## config.mk

```make
export PLATFORM = sky130hd
export DESIGN_NAME = rv_hazard_ctrl
export DESIGN_NICKNAME = d
export VERILOG_FILES = /design/src/rtl/rv_hazard_ctrl.sv
export SDC_FILE = /design/constraint.sdc
export NUM_CORES = 1
export LEC_CHECK = 0
export ABC_AREA = 0
export CORE_MARGIN = 8
export CORE_UTILIZATION = 50
export DETAILED_ROUTE_END_ITERATION = 6
export GPL_TIMING_DRIVEN = 0
export PLACE_DENSITY = 0.73
export SYNTH_ARGS = -nofsm -noshare
export SYNTH_HDL_FRONTEND = slang
export SYNTH_SLANG_ARGS = --single-unit
```

## constraint.sdc

```tcl
create_clock -name clk -period 4.84 [get_ports clk]
set_clock_uncertainty 0.1 [all_clocks]
set_input_delay 0.484 -clock clk [delete_from_list [all_inputs] [get_ports clk]]
set_output_delay 0.484 -clock clk [all_outputs]
set_load 0.01 [all_outputs]
```

## src/rtl/rv_hazard_ctrl.sv

```systemverilog
// rv_hazard_ctrl: tag pipeline producing forwarding selects, load-use stalls, branch flushes and memory-wait freezes.
module rv_hazard_ctrl #(
  parameter int REG_ADDR_WIDTH = 5
) (
  input  logic                      clk,
  input  logic                      rst,
  input  logic [REG_ADDR_WIDTH-1:0] rs1D,
  input  logic [REG_ADDR_WIDTH-1:0] rs2D,
  input  logic [REG_ADDR_WIDTH-1:0] rdD,
  input  logic                      reg_writeD,
  input  logic                      mem_readD,
  input  logic                      branch_takenE,
  input  logic                      mem_wait,
  output logic [1:0]                forward_rs1E,
  output logic [1:0]                forward_rs2E,
  output logic                      stallF,
  output logic                      stallD,
  output logic                      stallE,
  output logic                      stallM,
  output logic                      stallW,
  output logic                      flushD,
  output logic                      flushE
);
  localparam logic [REG_ADDR_WIDTH-1:0] X0 = '0;
  logic [REG_ADDR_WIDTH-1:0] rs1E, rs2E, rdE, rdM, rdW;
  logic reg_writeE, mem_readE, reg_writeM, mem_readM, reg_writeW;
  logic lu;
  // A load in M cannot forward: its data only exists once it reaches W.
  function automatic logic [1:0] fwd(input logic [REG_ADDR_WIDTH-1:0] rs, rd_m, rd_w,
                                     input logic rw_m, mr_m, rw_w);
    return (rw_m && rd_m != X0 && rd_m == rs && !mr_m) ? 2'b10 :
           (rw_w && rd_w != X0 && rd_w == rs)          ? 2'b01 : 2'b00;
  endfunction
  assign lu = mem_readE & reg_writeE & (rdE != X0) & ((rdE == rs1D) | (rdE == rs2D));
  assign forward_rs1E = rst ? 2'b00 : fwd(rs1E, rdM, rdW, reg_writeM, mem_readM, reg_writeW);
  assign forward_rs2E = rst ? 2'b00 : fwd(rs2E, rdM, rdW, reg_writeM, mem_readM, reg_writeW);
  assign stallF = !rst & (mem_wait | (!branch_takenE & lu));
  assign stallD = stallF;
  assign stallE = !rst & mem_wait;
  assign stallM = stallE;
  assign stallW = stallE;
  assign flushD = !rst & !mem_wait & branch_takenE;
  assign flushE = !rst & !mem_wait & (branch_takenE | lu);
  always_ff @(posedge clk or posedge rst) begin
    if (rst) begin
      rs1E       <= '0;
      rs2E       <= '0;
      rdE        <= '0;
      reg_writeE <= 1'b0;
      mem_readE  <= 1'b0;
      rdM        <= '0;
      reg_writeM <= 1'b0;
      mem_readM  <= 1'b0;
      rdW        <= '0;
      reg_writeW <= 1'b0;
    end else if (!mem_wait) begin
      rdW        <= rdM;
      reg_writeW <= reg_writeM;
      rdM        <= rdE;
      reg_writeM <= reg_writeE;
      mem_readM  <= mem_readE;
      rs1E       <= flushE ? '0 : rs1D;
      rs2E       <= flushE ? '0 : rs2D;
      rdE        <= flushE ? '0 : rdD;
      reg_writeE <= flushE ? 1'b0 : reg_writeD;
      mem_readE  <= flushE ? 1'b0 : mem_readD;
    end
  end
endmodule
```

Word-level counts from Yosys, hierarchy flattened
Index checks and enable logic that the tools add are counted.

storage, ports and cells
  bits in registers = 30
  input port bits = 21
  output and inout bits = 11
  logic and storage cells = 54

operators by class
  equality and inequality tests = 6
  mux-type cells = 11
  bitwise operators = 12
  reduce and logical (&&, ||, !) cells = 15

operators by type and width
  cell                count
  == test 5 bit       6
  2-to-1 mux 5 bit    3
  nonzero test 5 bit  3
  bitwise AND 1 bit   9
  logical AND 1 bit   8
  2-to-1 mux 2 bit    4
  zero test 1 bit     4
  2-to-1 mux 1 bit    4
  OR 1 bit            3

Depth between registers and ports, before layout
Gate-level depths: netlist of the first run.

  depth in word-level cells = 6
  depth in mapped cells = 7
  mapped depth without buffers = 5

Worst setup path before layout of the first run
Ideal clock, no wire load.

  kind = in2out
  start = in rst
  end = out forward_rs2E[0]
  data arrival time = 1897 ps
  required time = 4256 ps
  path slack = 2359 ps
  cell stages on the path = 4
  buffers on the path = 0
  cell sequence = inv_1 -> o211ai_1 -> nor4_1 -> and4_1

on the way
  cells in the longest elaborated chain, start to end = 1

ends and longest elaborated chain
  item              line  RTL
  from (decl)       6     input logic rst,
  2-to-1 mux 2 bit  36    assign forward_rs2E = rst ? 2'b00 : fwd(rs2E, rdM, rdW, reg_writeM, mem_readM, reg_writeW);
  to (decl)         15    output logic [1:0] forward_rs2E,

No other way between the ends.

Worst setup path in the final report of the first run
Ends and elaborated chain as after synthesis.

==> results of run 1 <==
-- power by group --
part,internal (mW),switching [mW],leakage (nW)
clock network,0.0697,0.0906,0.0343
logic,0.0905,0.0710,0.499
registers,0.286,0.0514,0.369
-- synth_stat cells --
library cell,number,area share
o21ai_0,7,0.020
mux2_2,13,0.084
o21ai_1,1,0.0029
nor3b_1,1,0.0043
nor2b_1,2,0.0072
xor2_1,18,0.090
and2_1,1,0.0036
xnor2_1,12,0.060
a22oi_1,17,0.073
buf_4,3,0.013
inv_1,11,0.024
nor3_2,1,0.0057
a211oi_4,1,0.011
nor4_1,3,0.011
o21a_1,1,0.0043
a21o_1,1,0.0043
nand2_1,8,0.017
nor3_1,2,0.0057
nand3_1,4,0.011
nand3_2,1,0.0057
and4_1,1,0.0050
o211ai_1,1,0.0043
nor2_1,7,0.015
buf_6,1,0.0064
o41ai_2,1,0.0093
clkbuf_1,7,0.015
o41ai_1,9,0.045
dfrtp_1,30,0.43
or4_1,3,0.013
-- metal layers --
layer  track usage  vias up  share of wire
met5             0        -              0
met4        0.0704        0          0.016
li1              -      680              -
met3        0.0533        9          0.057
met2         0.309       43           0.51
met1         0.200      724           0.41
-- sequential cells by signal (all words and copies together), names as in the netlist --
| name | cells |
|---|---|
| mem_readM | 1 |
| rs1E | 5 |
| reg_writeM | 1 |
| rdW | 5 |
| rdM | 5 |
| rdE | 5 |
| mem_readE | 1 |
| rs2E | 5 |
| reg_writeE | 1 |
| reg_writeW | 1 |
-- cell families after synthesis --
| kind of cell | share of synthesized area |
|---|---|
| XOR/XNOR | 0.150 |
| AO/OA/AOI/OAI | 0.175 |
| AND/OR/NAND/NOR | 0.104 |
| buffers and inverters | 0.0579 |
| multiplexers | 0.0837 |
| flip-flops | 0.429 |
-- layout make-up --
class / instances / share of cell area
clock inverter: 2 / 0.00576
sequential: 30 / 0.346
tap: 46 / 0.0265
multi-input combinational: 116 / 0.413
inverter: 11 / 0.0190
timing repair buffer: 30 / 0.138
clock buffer: 6 / 0.0236
buffer: 11 / 0.0277
-- worst paths after layout --
kind,cells after the start,endpoint
max,6,forward_rs2E[0]
max in group asynchronous,2,rs1E[2]
max reg2reg,6,rdE[1]
min,1,mem_readM
min reg2reg,1,mem_readM
min in group asynchronous,2,rdM[0]
-- through the flow --
step / utilization / hold slack, ns / worst slack (ns) / instances / power, mW
finish: 0.651 / 0.435 / 0.924 / 252 / 0.659
global route: 0.651 / 0.456 / 0.626 / 252 / 0.696
CTS: 0.651 / 0.432 / 0.887 / 252 / 0.664
detailed placement: 0.631 / 0.409 / 0.891 / 244 / 0.503
global placement: 0.631 / 0.392 / 0.936 / 244 / 0.492
floorplan: - / 0.380 / 2.36 / 168 / 0.439
-- worst max-delay path: stages --
cell	delay, ns
clkdlybuf4s50_1	0.54
inv_1	0.92
o211ai_1	0.26
nor4_1	0.36
and4_1	0.22
clkdlybuf4s50_1	0.53
==> tab_implementation.tex, run 1 <==
\begin{tabular}{lr}
\hline
Metric & Value \\
\hline
\multicolumn{2}{l}{\textbf{Run status}} \\
\quad Outcome & finished, final reports clean \\
\multicolumn{2}{l}{\textbf{Synthesis}} \\
\quad Post-synth net total & 189 \\
\quad Average cell area after synthesis & 10.4 µm² \\
\quad Count of distinct cell types in the synthesized netlist & 29 \\
\quad Number of instances in the synthesized netlist & 168 \\
\quad Sequential area share after synthesis & 0.429 \\
\quad Flop and latch count out of synthesis & 30 \\
\quad YS warnings & 0 \\
\quad Post-synthesis instance area & 0.00175 mm² \\
\multicolumn{2}{l}{\textbf{Worst setup path}} \\
\quad Startpoint of the most critical setup path & rst \\
\quad Max FO, Critical Path & 32 \\
\quad CP Data Arrival Time & 3.33 ns \\
\quad Setup slack on the worst flop-to-flop path & 2.77 ns \\
\quad Startpoint kind of the worst setup timing path & primary input \\
\quad Worst R2R Start & rdE[1] \\
\quad CP required & 4.26 ns \\
\quad Kind of critical path & primary input to output port \\
\quad Sort of element at the end of the critical path & output port \\
\multicolumn{2}{l}{\textbf{Placed design}} \\
\quad HPWL after detailed placement & 3480 µm \\
\quad Post-place instance area & 0.00211 mm² \\
\quad I/O Buffers & 30 \\
\quad Final GP Congestion & 0.876 \\
\multicolumn{2}{l}{\textbf{Global routing}} \\
\quad Aggregate global routing overflow & 0 \\
\quad GRT Overall Usage & 0.179 \\
\quad Largest net degree at the start of global routing & 33 \\
\quad Number of global-route vias before repair & 1552 \\
\quad First-pass GRT wire length & 7570 µm \\
\quad Antenna violations before repair & 0 \\
\multicolumn{2}{l}{\textbf{Route}} \\
\quad First-pass iteration count of the detailed router & 4 \\
\quad Post-DR wirelength/cell & 18.1 µm \\
\quad Total wirelength of the detailed-routed design & 4560 µm \\
\quad Number of design rule violations left after detail routing & 0 \\
\quad Via density per instance & 5.78 \\
\quad Drt first-iter violations & 75 \\
\quad Number of nets with antenna violations after routing & 0 \\
\quad Overall via count from detail\_route & 1456 \\
\multicolumn{2}{l}{\textbf{Cells and area}} \\
\quad Most frequent cells in the layout & clkdlybuf4s50\_1, dfrtp\_1, xor2\_1 \\
\quad Layout cells sized above 1 & 0.141 \\
\quad Area used by multi-input combinational logic & 897 µm² \\
\quad Final net count & 226 \\
\quad Footprint of the flip-flops and latches & 751 µm² \\
\quad Fin area & 0.00217 mm² \\
\quad Total of fill cells in the finished design & 286 \\
\quad Antenna diode count & 0 \\
\quad Area growth from synthesis to layout & 24.1\% \\
\multicolumn{2}{l}{\textbf{Clocking}} \\
\quad CTS buffer count & 5 \\
\quad Hold-fix buffers, CTS & 0 \\
\quad Maximum buffer depth of the clock tree & 2 \\
\quad Post-CTS repair timing setup buffer count & 0 \\
\quad Skew-Pair Late Insertion Delay & 0.34 ns \\
\quad Clock tree from TritonCTS & built \\
\quad Number of sinks on the clock net & 30 \\
\quad H-tree depth & 2 \\
\quad Register clock-pin slew on the reported worst setup and hold paths & 0.10 ns \\
\quad Resized cells post-CTS & 0 \\
\quad Root buffer cell & clkbuf\_4 \\
\multicolumn{2}{l}{\textbf{STA}} \\
\quad Total negative slack & 0 ns \\
\quad Crit share post-route & 0.809 \\
\quad Pins Over Slew Limit & 0 \\
\quad Final Hold Viols & 0 \\
\quad Unrepaired setup endpoints after global routing & no \\
\quad Transition time at the pin with the least slew margin & 1.19 ns \\
\quad Normalized max-slew margin & 0.207 \\
\quad Min cycle time layout & 3.92 ns \\
\quad Final setup violation count & 0 \\
\quad Maximum achievable frequency & 255 MHz \\
\multicolumn{2}{l}{\textbf{Min path}} \\
\quad Hold path startpoint & mem\_readM \\
\quad Hold/Removal Path Class & flop to flop \\
\multicolumn{2}{l}{\textbf{Power}} \\
\quad Leakage Power & 0.902 nW \\
\quad Pwr Density & 304 mW/mm² \\
\quad Worst supply voltage drop on vdd & 222 µV \\
\multicolumn{2}{l}{\textbf{Die}} \\
\quad Die outline area & 0.00565 mm² \\
\quad Core area & 0.00334 mm² \\
\quad Die height & 75.1 µm \\
\quad Number of cell rows & 21 \\
\quad Horiz. Die Dim & 75.1 µm \\
\quad Number of top-level design ports & 32 \\
\quad Initial Utilization & 0.524 \\
\multicolumn{2}{l}{\textbf{Job}} \\
\quad Max-cap violation count & 0 \\
\hline
\end{tabular}
Power figures use the tool's default switching activity.
==> run 2, diff against run 1 <==
--- a/config.mk
+++ b/config.mk
@@ -7,10 +7,10 @@
 export LEC_CHECK = 0
 export ABC_AREA = 0
 export CORE_MARGIN = 8
-export CORE_UTILIZATION = 50
+export CORE_UTILIZATION = 47
 export DETAILED_ROUTE_END_ITERATION = 6
 export GPL_TIMING_DRIVEN = 0
-export PLACE_DENSITY = 0.73
+export PLACE_DENSITY = 0.72
 export SYNTH_ARGS = -nofsm -noshare
 export SYNTH_HDL_FRONTEND = slang
 export SYNTH_SLANG_ARGS = --single-unit
==> constraint.sdc (replaced) <==
create_clock -name clk -period 3.2 [get_ports clk]
set_clock_uncertainty 0.1 [all_clocks]
set_input_delay 0.32 -clock clk [delete_from_list [all_inputs] [get_ports clk]]
set_output_delay 0.32 -clock clk [all_outputs]
set_load 0.01 [all_outputs]
==> tab_implementation.tex, run 2 (synthesis results as in run 1) <==
\begin{tabular}{lr}
\hline
Metric & Value \\
\hline
\multicolumn{2}{l}{\textbf{Global routing}} \\
\quad Antenna violations before repair & 0 (unchanged) \\
\quad Number of global-route vias before repair & 1618 (was 1552) \\
\quad First-pass GRT wire length & 7820 µm (was 7570 µm) \\
\quad Largest net degree at the start of global routing & 17 (was 33) \\
\quad Aggregate global routing overflow & 0 (unchanged) \\
\quad GRT Overall Usage & 0.162 (was 0.179) \\
\multicolumn{2}{l}{\textbf{STA}} \\
\quad Unrepaired setup endpoints after global routing & no (unchanged) \\
\quad Final setup violation count & 0 (unchanged) \\
\quad Transition time at the pin with the least slew margin & 0.732 ns (was 1.19 ns) \\
\quad Smallest setup slack after layout & 0.152 ns (was 0.924 ns) \\
\quad Total negative slack & 0 ns (unchanged) \\
\quad Crit share post-route & 0.953 \\
\quad Final Hold Viols & 0 (unchanged) \\
\quad Normalized max-slew margin & 0.509 (was 0.207) \\
\quad Maximum achievable frequency & 328 MHz \\
\quad Min cycle time layout & 3.05 ns \\
\quad Pins Over Slew Limit & 0 (unchanged) \\
\multicolumn{2}{l}{\textbf{Worst setup path}} \\
\quad Max FO, Critical Path & 10 (was 32) \\
\quad CP Data Arrival Time & 2.63 ns (was 3.33 ns) \\
\quad Sort of element at the end of the critical path & output port (unchanged) \\
\quad Worst R2R Start & rdE[1] (unchanged) \\
\quad Startpoint kind of the worst setup timing path & primary input (unchanged) \\
\quad CP required & 2.78 ns (was 4.26 ns) \\
\quad Startpoint of the most critical setup path & rs1D[0] (was rst) \\
\quad Kind of critical path & primary input to output port (unchanged) \\
\multicolumn{2}{l}{\textbf{Clocking}} \\
\quad Hold-fix buffers, CTS & 0 (unchanged) \\
\quad Clock tree from TritonCTS & built (unchanged) \\
\quad H-tree depth & 2 (unchanged) \\
\quad CTS buffer count & 5 (unchanged) \\
\quad Root buffer cell & clkbuf\_8 (was clkbuf\_4) \\
\quad Register clock-pin slew on the reported worst setup and hold paths & 0.06 ns (was 0.10 ns) \\
\quad Skew-Pair Late Insertion Delay & 0.28 ns (was 0.34 ns) \\
\quad Maximum buffer depth of the clock tree & 2 (unchanged) \\
\quad Number of sinks on the clock net & 30 (unchanged) \\
\multicolumn{2}{l}{\textbf{Power}} \\
\quad Leakage Power & 0.924 nW (was 0.902 nW) \\
\quad Pwr Density & 479 mW/mm² (was 304 mW/mm²) \\
\quad Post-layout total power & 1.07 mW (was 0.659 mW) \\
\quad Worst supply voltage drop on vdd & 385 µV (was 222 µV) \\
\multicolumn{2}{l}{\textbf{Route}} \\
\quad Number of design rule violations left after detail routing & 0 (unchanged) \\
\quad Post-DR wirelength/cell & 17.9 µm (was 18.1 µm) \\
\quad Highest Signal Layer & met4 (unchanged) \\
\quad Overall via count from detail\_route & 1471 (was 1456) \\
\quad Met3 Wirelength & 272 µm (was 262 µm) \\
\quad Number of nets with antenna violations after routing & 0 (unchanged) \\
\quad Total wirelength of the detailed-routed design & 4610 µm (was 4560 µm) \\
\quad Drt first-iter violations & 141 (was 75) \\
\quad Via density per instance & 5.72 (was 5.78) \\
\quad Met2 layer wire length in the routed design & 2220 µm (was 2340 µm) \\
\quad Wire length on met1 & 2060 µm (was 1890 µm) \\
\quad First-pass iteration count of the detailed router & 4 (unchanged) \\
\multicolumn{2}{l}{\textbf{Die}} \\
\quad Die height & 77.0 µm (was 75.1 µm) \\
\quad Core area & 0.00363 mm² (was 0.00334 mm²) \\
\quad Number of top-level design ports & 32 (unchanged) \\
\quad Number of cell rows & 22 (was 21) \\
\quad Die outline area & 0.00593 mm² (was 0.00565 mm²) \\
\quad Horiz. Die Dim & 77.0 µm (was 75.1 µm) \\
\quad Initial Utilization & 0.481 (was 0.524) \\
\multicolumn{2}{l}{\textbf{Min path}} \\
\quad Hold path startpoint & reg\_writeM (was mem\_readM) \\
\quad Hold/Removal Path Class & flop to flop (unchanged) \\
\multicolumn{2}{l}{\textbf{Placed design}} \\
\quad I/O Buffers & 30 (unchanged) \\
\quad DP Worst Slack & -0.445 ns (was 0.891 ns) \\
\quad Final GP Congestion & 0.867 (was 0.876) \\
\quad HPWL after detailed placement & 3440 µm (was 3480 µm) \\
\multicolumn{2}{l}{\textbf{Cells and area}} \\
\quad Area growth from synthesis to layout & 27.9\% (was 24.1\%) \\
\quad Most frequent cells in the layout & clkdlybuf4s50\_1, dfrtp\_1, xor2\_1 (unchanged) \\
\quad Antenna diode count & 0 (unchanged) \\
\quad Layout cells sized above 1 & 0.153 (was 0.141) \\
\quad Final net count & 229 (was 226) \\
\quad Total of fill cells in the finished design & 314 (was 286) \\
\multicolumn{2}{l}{\textbf{Job}} \\
\quad Max-cap violation count & 0 (unchanged) \\
\multicolumn{2}{l}{\textbf{Run status}} \\
\quad Outcome & finished, final reports clean (unchanged) \\
\hline
\end{tabular}
run 2: worst max-delay path, stage by stage:
cell and delay [ns]:
clkdlybuf4s50_1 0.47, xor2_1 0.18, nor3_1 0.17, nand3_1 0.14, a211oi_4 0.30, buf_12 0.16
buf_6 0.13, a21o_1 0.13, buf_4 0.10, clkdlybuf4s50_1 0.53
run 2: area by class of cell:
| cell class | instances | area [µm²] | area share |
|---|---|---|---|
| Multi-Input combinational cell | 116 | 897 | 0.401 |
| Sequential cell | 30 | 751 | 0.336 |
| Timing Repair Buffer | 32 | 328 | 0.147 |
| Clock buffer | 7 | 86.3 | 0.0386 |
| Buffer | 11 | 60.1 | 0.0268 |
| Tap cell | 48 | 60.1 | 0.0268 |
| Inverter | 11 | 45.0 | 0.0201 |
| Clock inverter | 1 | 5.00 | 0.00224 |
| Timing Repair inverter | 1 | 5.00 | 0.00224 |
run 2: power by group:
part	internal [mW]	switching, mW
clock	0.173	0.140
sequential	0.433	0.0796
combinational	0.138	0.108
run 2: per-layer routing:
metal / global-route usage / vias up
met5: 0 / -
li1: - / 681
met4: 0.0415 / 0
met3: 0.0548 / 7
met1: 0.187 / 729
met2: 0.278 / 54
run 2: repair_timing:
item,in CTS,in global routing
gates cloned,1,0
endpoints found under the hold margin,0,0
pin swaps,0,1
setup endpoints to repair,2,2
buffers inserted,0,2
resized for setup,1,0
run 2: path summary, 6_finish.rpt:
check | end | slack (ns) | cells past startpoint
setup / recovery | stallF | 0.15 | 10
hold / removal | reg_writeM | 0.43 | 1
setup reg to reg | rs2E[4] | 1.22 | 6
hold reg to reg | reg_writeM | 0.43 | 1
max in group asynchronous | mem_readE | 1.97 | 2
min in group asynchronous | rs2E[2] | 0.55 | 2
run 2: per-stage QoR:
stage | cell area (µm²) | hold slack (ns) | std cells | util
6_report | 2240 | 0.426 | 257 | 0.616
5_1_grt | 2240 | 0.430 | 257 | 0.616
4_1_cts | 2210 | 0.426 | 255 | 0.608
3_5_place_dp | 2110 | 0.412 | 246 | 0.581
3_3_place_gp | 2110 | 0.394 | 246 | 0.581
2_1_floorplan | 1750 | 0.317 | 168 | -
==> run 3, diff against run 2 <==
--- a/config.mk
+++ b/config.mk
@@ -7,10 +7,11 @@
 export LEC_CHECK = 0
 export ABC_AREA = 0
 export CORE_MARGIN = 8
-export CORE_UTILIZATION = 47
+export CORE_UTILIZATION = 40
 export DETAILED_ROUTE_END_ITERATION = 6
 export GPL_TIMING_DRIVEN = 0
-export PLACE_DENSITY = 0.72
+export PLACE_DENSITY = 0.62
+export SKIP_CTS_REPAIR_TIMING = 1
 export SYNTH_ARGS = -nofsm -noshare
 export SYNTH_HDL_FRONTEND = slang
 export SYNTH_SLANG_ARGS = --single-unit
==> tab_implementation.tex, run 3 (synthesis results as in run 1) <==
\begin{tabular}{lr}
\hline
Metric & Value \\
\hline
\multicolumn{2}{l}{\textbf{Power}} \\
\quad Post-layout total power & 1.07 mW (about the same) \\
\quad Worst supply voltage drop on vdd & 206 µV (was 385 µV) \\
\quad Leakage Power & 0.926 nW (was 0.924 nW) \\
\quad Pwr Density & 480 mW/mm² (was 479 mW/mm²) \\
\multicolumn{2}{l}{\textbf{Clocking}} \\
\quad Clock tree from TritonCTS & built (unchanged) \\
\quad Root buffer cell & clkbuf\_8 (unchanged) \\
\quad Maximum buffer depth of the clock tree & 2 (unchanged) \\
\quad CTS buffer count & 5 (unchanged) \\
\quad Skew-Pair Late Insertion Delay & 0.28 ns (about the same) \\
\quad Register clock-pin slew on the reported worst setup and hold paths & 0.06 ns (about the same) \\
\quad Number of sinks on the clock net & 30 (unchanged) \\
\quad H-tree depth & 2 (unchanged) \\
\multicolumn{2}{l}{\textbf{Global routing}} \\
\quad First-pass GRT wire length & 7260 µm (was 7820 µm) \\
\quad Largest net degree at the start of global routing & 33 (was 17) \\
\quad Aggregate global routing overflow & 0 (unchanged) \\
\quad Antenna violations before repair & 0 (unchanged) \\
\quad GRT Overall Usage & 0.139 (was 0.162) \\
\quad Number of global-route vias before repair & 1487 (was 1618) \\
\multicolumn{2}{l}{\textbf{Worst setup path}} \\
\quad R2R cell count & 6 (unchanged) \\
\quad Max FO, Critical Path & 10 (unchanged) \\
\quad Kind of critical path & primary input to output port (unchanged) \\
\quad Sort of element at the end of the critical path & output port (unchanged) \\
\quad Startpoint kind of the worst setup timing path & primary input (unchanged) \\
\quad CP Data Arrival Time & 2.66 ns (was 2.63 ns) \\
\quad CP required & 2.78 ns (about the same) \\
\multicolumn{2}{l}{\textbf{Placed design}} \\
\quad Post-place instance area & 0.00211 mm² (about the same) \\
\quad HPWL after detailed placement & 3310 µm (was 3440 µm) \\
\quad Cells after DPL & 250 (was 246) \\
\quad I/O Buffers & 30 (unchanged) \\
\quad DP Worst Slack & -0.433 ns (was -0.445 ns) \\
\quad Final GP Congestion & 0.829 (was 0.867) \\
\multicolumn{2}{l}{\textbf{Die}} \\
\quad Number of cell rows & 24 (was 22) \\
\quad Core area & 0.00429 mm² (was 0.00363 mm²) \\
\quad Initial Utilization & 0.407 (was 0.481) \\
\quad Horiz. Die Dim & 82.1 µm (was 77.0 µm) \\
\quad Number of top-level design ports & 32 (unchanged) \\
\quad Die height & 82.1 µm (was 77.0 µm) \\
\quad Die outline area & 0.00675 mm² (was 0.00593 mm²) \\
\multicolumn{2}{l}{\textbf{Route}} \\
\quad First-pass iteration count of the detailed router & 4 (unchanged) \\
\quad Overall via count from detail\_route & 1444 (was 1471) \\
\quad Number of design rule violations left after detail routing & 0 (unchanged) \\
\quad Total wirelength of the detailed-routed design & 4510 µm (was 4610 µm) \\
\quad Via density per instance & 5.51 (was 5.72) \\
\quad Post-DR wirelength/cell & 17.2 µm (was 17.9 µm) \\
\quad Number of nets with antenna violations after routing & 0 (unchanged) \\
\quad Drt first-iter violations & 83 (was 141) \\
\multicolumn{2}{l}{\textbf{Cells and area}} \\
\quad Share of the core filled with cells & 0.522 (was 0.616) \\
\quad Antenna diode count & 0 (unchanged) \\
\quad Fin area & 0.00224 mm² (about the same) \\
\quad Final non-filler cell total & 262 (was 257) \\
\quad Final net count & 230 (was 229) \\
\quad Area growth from synthesis to layout & 28.1\% (was 27.9\%) \\
\quad Most frequent cells in the layout & clkdlybuf4s50\_1, dfrtp\_1, xor2\_1 (unchanged) \\
\quad Layout cells sized above 1 & 0.162 (was 0.153) \\
\quad Total of fill cells in the finished design & 395 (was 314) \\
\multicolumn{2}{l}{\textbf{Job}} \\
\quad Max-cap violation count & 0 (unchanged) \\
\multicolumn{2}{l}{\textbf{STA}} \\
\quad Total negative slack & 0 ns (unchanged) \\
\quad Final setup violation count & 0 (unchanged) \\
\quad Min cycle time layout & 3.08 ns (was 3.05 ns) \\
\quad Minimum hold slack & 0.415 ns (was 0.426 ns) \\
\quad Smallest setup slack after layout & 0.119 ns (was 0.152 ns) \\
\quad Final Hold Viols & 0 (unchanged) \\
\quad Crit share post-route & 0.963 (was 0.953) \\
\quad Pins Over Slew Limit & 0 (unchanged) \\
\quad Transition time at the pin with the least slew margin & 0.768 ns (was 0.732 ns) \\
\quad Maximum achievable frequency & 325 MHz (was 328 MHz) \\
\quad Normalized max-slew margin & 0.485 (was 0.509) \\
\multicolumn{2}{l}{\textbf{Run status}} \\
\quad Outcome & finished, final reports clean (unchanged) \\
\multicolumn{2}{l}{\textbf{Min path}} \\
\quad Hold/Removal Path Class & primary input to flop (was flop to flop) \\
\quad Depth of the worst hold-timing path & 2 (was 1) \\
\hline
\end{tabular}
[run 3: cell types whose count changed in the layout (fill, tap and decap cells not counted)]
cell and change:
buf_12 -1, buf_4 +2, clkbuf_1 -1, clkinvlp_4 +1
[run 3: layout make-up]
cell class	count	area, µm²	share of cell area
well taps	52	65.1	0.0290
inverters	11	45.0	0.0201
multi-input cells	116	897	0.400
repair inverters	1	5.00	0.00223
repair buffers	33	323	0.144
plain buffers	11	60.1	0.0268
flip-flops and latches	30	751	0.335
clock inverters	2	12.5	0.00558
clock buffers	6	82.6	0.0369
[run 3: per-layer routing]
metal | GRT usage | up-vias | wire (µm)
met3 | 0.0455 | 7 | 350
met1 | 0.185 | 694 | 2120
li1 | - | 687 | -
met4 | 0.0526 | 0 | 59
met2 | 0.207 | 56 | 1980
met5 | 0 | - | 0
[run 3: worst paths after layout]
path	from	to	slack, ns
setup / recovery	rs1D[2]	stallF	0.12
max in group asynchronous	rst	rdM[4]	1.96
min in group asynchronous	rst	rs2E[1]	0.54
hold / removal	mem_wait	rdW[2]	0.42
hold reg to reg	mem_readM	mem_readM	0.43
setup reg to reg	rdE[2]	rdE[3]	1.28
[run 3: critical path, stage by stage]
cell and delay, ns:
clkdlybuf4s50_1 0.46, xor2_1 0.17, nor3_1 0.19, nand3_1 0.14, a211oi_4 0.42, buf_6 0.19
a21o_1 0.13, buf_4 0.10, clkdlybuf4s50_1 0.53
[run 3: power by group]
part,internal (mW),switching [mW]
Combinational,0.138,0.105
Sequential,0.433,0.0776
Clock,0.173,0.149
Total,0.744,0.331
